$ cat src/rtl/cpu_pkg.sv
// Shared CPU definitions: opcode values, instruction-length decode and the fetch FSM states.
// The HALTED state exists only when FETCH_HALT_EN is defined.
package cpu_pkg;

  localparam logic [7:0] OP_LDA_IMM = 8'h01;
  localparam logic [7:0] OP_LDB_IMM = 8'h02;
  localparam logic [7:0] OP_ADD_IMM = 8'h03;
  localparam logic [7:0] OP_SUB_IMM = 8'h04;
  localparam logic [7:0] OP_AND_IMM = 8'h05;
  localparam logic [7:0] OP_INCA    = 8'h0B;
  localparam logic [7:0] OP_JMP     = 8'h14;
  localparam logic [7:0] OP_JZ      = 8'h15;
  localparam logic [7:0] OP_JNZ     = 8'h16;
  localparam logic [7:0] OP_HALT    = 8'hFF;

  typedef enum logic [2:0] {
    ISSUE    = 3'd0,
    OPC_WAIT = 3'd1,
    OPR_WAIT = 3'd2,
    VALID    = 3'd3
`ifdef FETCH_HALT_EN
    , HALTED = 3'd4
`endif
  } fetch_state_e;

  function automatic logic is_two_byte(input logic [7:0] opcode);
    logic two_byte;
    case (opcode)
      OP_LDA_IMM, OP_LDB_IMM, OP_ADD_IMM, OP_SUB_IMM, OP_AND_IMM,
      OP_JMP, OP_JZ, OP_JNZ: two_byte = 1'b1;
      default:               two_byte = 1'b0;
    endcase
    return two_byte;
  endfunction

endpackage

$ cat src/rtl/instruction_fetch_unit_if.sv
// Bundle between the fetch unit, the program ROM, the decoder and the execute-stage redirect.
// master = fetch unit side, slave = ROM/decoder/execute side.
interface instruction_fetch_unit_if #(
  parameter int ADDR_W = 8,
  parameter int DATA_W = 8
);
  logic [ADDR_W-1:0] romAddress;
  logic [DATA_W-1:0] romData;
  logic              instrValid;
  logic              instrReady;
  logic [DATA_W-1:0] instrOpcode;
  logic [DATA_W-1:0] instrOperand;
  logic              instrTwoByte;
  logic [ADDR_W-1:0] instrPc;
  logic              redirectValid;
  logic [ADDR_W-1:0] redirectAddr;
  logic              halted;

  modport master (
    output romAddress, instrValid, instrOpcode, instrOperand, instrTwoByte, instrPc, halted,
    input  romData, instrReady, redirectValid, redirectAddr
  );

  modport slave (
    input  romAddress, instrValid, instrOpcode, instrOperand, instrTwoByte, instrPc, halted,
    output romData, instrReady, redirectValid, redirectAddr
  );
endinterface

$ cat src/rtl/instruction_fetch_unit.sv
// Program-ROM fetch sequencer: PC, opcode/operand fetch, valid/ready issue and redirect flush.
// Optional FETCH_HALT_EN stops fetch on opcode 8'hFF until a redirect or reset.
module instruction_fetch_unit
  import cpu_pkg::*;
#(
  parameter int                ADDR_W       = 8,
  parameter int                DATA_W       = 8,
  parameter logic [ADDR_W-1:0] RESET_VECTOR = 8'h00
) (
  input  logic                      clk,
  input  logic                      resetN,
  instruction_fetch_unit_if.master  bus
);

  fetch_state_e      state_q;
  logic [ADDR_W-1:0] pc_q;
  logic [ADDR_W-1:0] pc_inc_d;
  logic [ADDR_W-1:0] pc_prev_d;
  logic              valid_q;
  logic [DATA_W-1:0] opcode_q;
  logic [DATA_W-1:0] operand_q;
  logic              two_byte_q;
  logic [ADDR_W-1:0] instr_pc_q;

  assign pc_inc_d  = pc_q + ADDR_W'(1);
  assign pc_prev_d = pc_q - ADDR_W'(1);

  assign bus.romAddress   = pc_q;
  assign bus.instrValid   = valid_q;
  assign bus.instrOpcode  = opcode_q;
  assign bus.instrOperand = operand_q;
  assign bus.instrTwoByte = two_byte_q;
  assign bus.instrPc      = instr_pc_q;

`ifdef FETCH_HALT_EN
  logic halted_q;
  assign bus.halted = halted_q;
`else
  assign bus.halted = 1'b0;
`endif

  // Fetch FSM; redirect outranks everything and discards whatever the ROM returns next.
  always_ff @(posedge clk or negedge resetN) begin
    if (!resetN) begin
      state_q    <= ISSUE;
      pc_q       <= RESET_VECTOR;
      valid_q    <= 1'b0;
      opcode_q   <= '0;
      operand_q  <= '0;
      two_byte_q <= 1'b0;
      instr_pc_q <= '0;
`ifdef FETCH_HALT_EN
      halted_q   <= 1'b0;
`endif
    end else if (bus.redirectValid) begin
      state_q <= ISSUE;
      pc_q    <= bus.redirectAddr;
      valid_q <= 1'b0;
`ifdef FETCH_HALT_EN
      halted_q <= 1'b0;
`endif
    end else begin
      case (state_q)
        ISSUE: begin
          pc_q    <= pc_inc_d;
          state_q <= OPC_WAIT;
        end
        OPC_WAIT: begin
`ifdef FETCH_HALT_EN
          if (bus.romData == OP_HALT) begin
            state_q  <= HALTED;
            halted_q <= 1'b1;
          end else
`endif
          begin
            opcode_q   <= bus.romData;
            instr_pc_q <= pc_prev_d;
            two_byte_q <= is_two_byte(bus.romData);
            if (is_two_byte(bus.romData)) begin
              pc_q    <= pc_inc_d;
              state_q <= OPR_WAIT;
            end else begin
              operand_q <= '0;
              valid_q   <= 1'b1;
              state_q   <= VALID;
            end
          end
        end
        OPR_WAIT: begin
          operand_q <= bus.romData;
          valid_q   <= 1'b1;
          state_q   <= VALID;
        end
        VALID: begin
          // ROM is already reading pc, so acceptance overlaps the next opcode fetch.
          if (bus.instrReady) begin
            pc_q    <= pc_inc_d;
            valid_q <= 1'b0;
            state_q <= OPC_WAIT;
          end else begin
            state_q <= VALID;
          end
        end
`ifdef FETCH_HALT_EN
        HALTED: begin
          valid_q <= 1'b0;
          state_q <= HALTED;
        end
`endif
        default: begin
          valid_q <= 1'b0;
          state_q <= ISSUE;
        end
      endcase
    end
  end

endmodule

$ cat src/flat_wrapper.sv
// flat-port wrapper written by rule: the top's interface ports become plain ports
module instruction_fetch_unit_flat import cpu_pkg::*;
#(
  parameter int                ADDR_W       = 8,
  parameter int                DATA_W       = 8,
  parameter logic [ADDR_W-1:0] RESET_VECTOR = 8'h00
)
  (clk, resetN, bus_romAddress, bus_instrValid, bus_instrOpcode, bus_instrOperand, bus_instrTwoByte, bus_instrPc, bus_halted, bus_romData, bus_instrReady, bus_redirectValid, bus_redirectAddr);
  instruction_fetch_unit_if #(.ADDR_W(ADDR_W), .DATA_W(DATA_W)) bus_i ();
  input  logic clk;
  input  logic resetN;
  output wire logic [$bits(bus_i.romAddress)-1:0] bus_romAddress;
  output wire logic [$bits(bus_i.instrValid)-1:0] bus_instrValid;
  output wire logic [$bits(bus_i.instrOpcode)-1:0] bus_instrOpcode;
  output wire logic [$bits(bus_i.instrOperand)-1:0] bus_instrOperand;
  output wire logic [$bits(bus_i.instrTwoByte)-1:0] bus_instrTwoByte;
  output wire logic [$bits(bus_i.instrPc)-1:0] bus_instrPc;
  output wire logic [$bits(bus_i.halted)-1:0] bus_halted;
  input wire logic [$bits(bus_i.romData)-1:0] bus_romData;
  input wire logic [$bits(bus_i.instrReady)-1:0] bus_instrReady;
  input wire logic [$bits(bus_i.redirectValid)-1:0] bus_redirectValid;
  input wire logic [$bits(bus_i.redirectAddr)-1:0] bus_redirectAddr;
  assign bus_romAddress = bus_i.romAddress;
  assign bus_instrValid = bus_i.instrValid;
  assign bus_instrOpcode = bus_i.instrOpcode;
  assign bus_instrOperand = bus_i.instrOperand;
  assign bus_instrTwoByte = bus_i.instrTwoByte;
  assign bus_instrPc = bus_i.instrPc;
  assign bus_halted = bus_i.halted;
  assign bus_i.romData = bus_romData;
  assign bus_i.instrReady = bus_instrReady;
  assign bus_i.redirectValid = bus_redirectValid;
  assign bus_i.redirectAddr = bus_redirectAddr;
  instruction_fetch_unit #(.ADDR_W(ADDR_W), .DATA_W(DATA_W), .RESET_VECTOR(RESET_VECTOR)) u_core (.clk(clk), .resetN(resetN), .bus(bus_i));
endmodule
$ cat config.mk
export PLATFORM = sky130hd
export DESIGN_NAME = instruction_fetch_unit_flat
export DESIGN_NICKNAME = d
export VERILOG_FILES = /design/src/rtl/cpu_pkg.sv /design/src/rtl/instruction_fetch_unit_if.sv /design/src/rtl/instruction_fetch_unit.sv /design/src/flat_wrapper.sv
export SDC_FILE = /design/constraint.sdc
export NUM_CORES = 1
export LEC_CHECK = 0
export CORE_MARGIN = 2
export CORE_UTILIZATION = 53
export DETAILED_ROUTE_END_ITERATION = 10
export DONT_BUFFER_PORTS = 1
export GPL_TIMING_DRIVEN = 0
export PLACE_DENSITY = 0.66
export RECOVER_POWER = 100
export SLEW_MARGIN = 20
export SYNTH_ARGS = -nofsm -noshare
export SYNTH_HDL_FRONTEND = slang
export SYNTH_SLANG_ARGS = --single-unit
$ cat constraint.sdc
create_clock -name clk -period 2.1 [get_ports clk]
set_input_delay 0.42 -clock clk [delete_from_list [all_inputs] [get_ports clk]]
set_output_delay 0.42 -clock clk [all_outputs]
set_load 0.01 [all_outputs]
==> results.yml <==
place:
  post-dp-hpwl_um: 2693
  placed_area_um2: 1866
  port_buffers: 0
  gp_congestion: 0.7179
  dp_slack_ns: 0.03307
die:
  dieHeight_um: 62.41
  num_rows: 21
  core_area_um2: 3311
  start_util_pct: 54.61
  ioPinCount: 55
  die_width_um: 62.41
  die_area_um2: 3894
cts:
  cts_buffer_depth: 2
  clk_pin_slew_ns: 0.11
  insertion_delay_ns: 0.35
  cts_tree: "built"
  cts.sink_count: 36
  cts-root-buf: "clkbuf_4"
  cts_made_buffers: 5
  ctsHtreeMaxLevel: 2
  cts_setup_buffers: 0
sta:
  hold_viol: 0
  setup_viol: 0
  worst-slew-pin-transition_ns: 0.8849
  slew_headroom_pct: 41.01
  rsz0062_at_grt: "no"
  fin_worst_skew_ns: 0.007705
  period_needed_ns: 1.976
  final-max-slew-violation-count: 0
  finalCritPeriodShare_pct: 94.10
  tns_ns: 0
  timing.fmax_mhz: 506.1
  whs_ns: 0.1922
  setup_ws_ns: 0.1239
grt:
  grt.overflow.total: 0
  grt.met2_usage_pct: 30.78
  grt_pass1_vias: 1256
  grt_first_pass_wirelength_um: 6223
  busiest_layer: "met2"
  grt_max_degree: 37
  antenna_found_initial: 0
  use_met3_pct: 9.189
  track_usage_pct: 20.63
  grtUsageMet1_pct: 26.29
worst_setup_path:
  path_class: "register to register"
  critPathLaunchType: "register"
  endpoint_kind: "register"
  required_ns: 2.34
  cp.arrival_ns: 2.22
  crit_fanout: 5
yosys:
  syn_nets: 208
  synthTopCellsByArea: "dfrtp_1 50%, nand2_1 7.1%, o21ai_0 6.1%"
  ys_warn_count: 0
  synth_top_family_by_area: "simple AND/OR/NAND/NOR gates"
  ys_types: 39
  synth_edf_count: 0
  synth.ff_latch_count: 36
  synth_compound_area_share_pct: 13.22
  synth_seq_area_share_pct: 49.83
  synth_cells: 182
  synth_top_area_share_pct: 49.83
  synth-xor-area-share_pct: 5.329
  synth_ff_type: "dfrtp_1"
  syn_area_um2: 1808
  synthMuxAreaShare_pct: 6.782
  synthArstFlopShare_pct: 100.0
  synth-simple-area-share_pct: 16.61
  synth.avg_cell_area_um2: 9.934
  synth_fa_ha_area_share_pct: 4.152
  synth_top_cell_by_area: "dfrtp_1"
routing:
  viasPerCell: 5.564
  ant_nets: 0
  dr.pass1.iters: 4
  vias: 1313
  wirelength_um: 3640
  drc_errors: 0
  drtIter0Drc: 61
  wl_per_cell_um: 15.42
layout:
  layout-drive-gt1-share_pct: 14.74
  fillCellCount: 311
  nets: 216
  syn_to_final_growth_pct: 7.751
  final_cell_area_um2: 1948
  diodes: 0
pwr:
  vdd_drop_max_mv: 0.5258
  p_leak_uw: 0.0008384
  p_total_uw: 2187
  power_density_nw_per_um2: 1123
min_path:
  min_path_type: "input port to register"
job:
  drv_cap: 0
status:
  status: "complete, no violations"
## critical path, stage by stage (launching register included)
cell,delay [ns]
dfrtp_1,0.42
ha_1,0.24
or3_4,0.42
nand2_1,0.11
a21oi_2,0.07
mux2_1,0.34
mux2_2,0.26
## state kept, by name (all words and copies together), names as in the netlist
register                 cells
u_core.bus.instrOpcode       8
u_core.bus.instrOperand      8
u_core.bus.instrPc           8
u_core.bus.instrTwoByte      1
u_core.bus.instrValid        1
u_core.bus.romAddress        8
u_core.state_q               2
## synthesized netlist by cell type, types with 2 or more instances
cell	count
nor2b_1	2
nand2b_1	3
buf_2	2
a21oi_1	6
o21ai_0	22
nand4_1	2
clkbuf_1	8
dfrtp_1	36
xnor2_1	10
mux2_2	9
inv_1	5
nor2_1	7
ha_1	6
nand2_1	34
nand3_1	5
and4_1	2
## path summary, 6_finish.rpt
| kind | start | end | slack (ns) | depth (start not counted) |
|---|---|---|---|---|
| max | u_core.state_q[0] | u_core.bus.romAddress[1] | 0.12 | 6 |
| min | bus_redirectAddr[6] | u_core.bus.romAddress[6] | 0.19 | 2 |
| max reg2reg | u_core.state_q[0] | u_core.bus.romAddress[1] | 0.12 | 6 |
| min reg2reg | u_core.bus.instrPc[1] | u_core.bus.instrPc[1] | 0.56 | 2 |
| max in group asynchronous | resetN | u_core.bus.romAddress[7] | 0.79 | 2 |
| min in group asynchronous | resetN | u_core.bus.instrOperand[2] | 0.77 | 2 |
## routing by layer
layer  vias to the layer above  part of all wire [%]  wire [µm]
met2                        39                    44       1596
met3                         6                   7.9        289
met5                         -                     0          0
li1                        633                     -          -
met4                         0                   1.9         68
met1                       635                    46       1685
## cell type report
class / instances / area, µm² / area share [%]
inverter: 5 / 18.77 / 0.9634
tap: 46 / 57.56 / 2.954
timing repair buffer: 2 / 15.01 / 0.7707
multi-input combinational: 129 / 842.1 / 43.22
sequential: 36 / 900.9 / 46.24
clock buffer: 7 / 65.06 / 3.340
buffer: 11 / 48.80 / 2.505
## power by group
part	internal, µW	switching (µW)	total [µW]
Combinational	264	317	581
Clock	190	227	417
Sequential	913	276	1190
Total	1370	820	2190
## logic make-up (layout without fill, tap and decap cells)
| family | after synthesis | count (layout) |
|---|---|---|
| compound gates | 38 | 38 |
| mux | 11 | 11 |
| fa+ha+maj | 6 | 6 |
| buf+inv | 17 | 25 |
| xor+xnor | 11 | 11 |
| other cells | 1 | 1 |
| simple gates | 62 | 62 |
| flops | 36 | 36 |
## cell usage in the layout (no fill, tap or decap), types with 2 or more instances in the layout
cell type / synthesis / final
clkbuf_4: 0 / 5
o21ai_0: 22 / 23
nand4_1: 2 / 2
xnor2_1: 10 / 10
inv_1: 5 / 5
and4_1: 2 / 2
nor2_1: 7 / 7
dfrtp_1: 36 / 36
clkbuf_1: 8 / 7
nand3_1: 5 / 5
nor2b_1: 2 / 2
clkbuf_2: 0 / 4
clkbuf_8: 0 / 2
nand2b_1: 3 / 3
nand2_1: 34 / 34
a21oi_1: 6 / 6
ha_1: 6 / 6
mux2_2: 9 / 9
## per-stage QoR
stage / utilization [%] / cells
after floorplan: - / 182
after global placement: 56.35 / 228
after detailed placement: 56.35 / 228
after CTS: 59.11 / 236
after global routing: 58.84 / 236
final: 58.84 / 236
## timing repair
| action | 4_1_cts | 5_1_grt |
|---|---|---|
| hold buffers | 2 | 0 |
| resized for setup | 0 | 3 |
| endpoints found under the hold margin | 36 | 0 |
| endpoints found under the setup margin | 1 | 1 |
(Power assumes the default switching activity.)
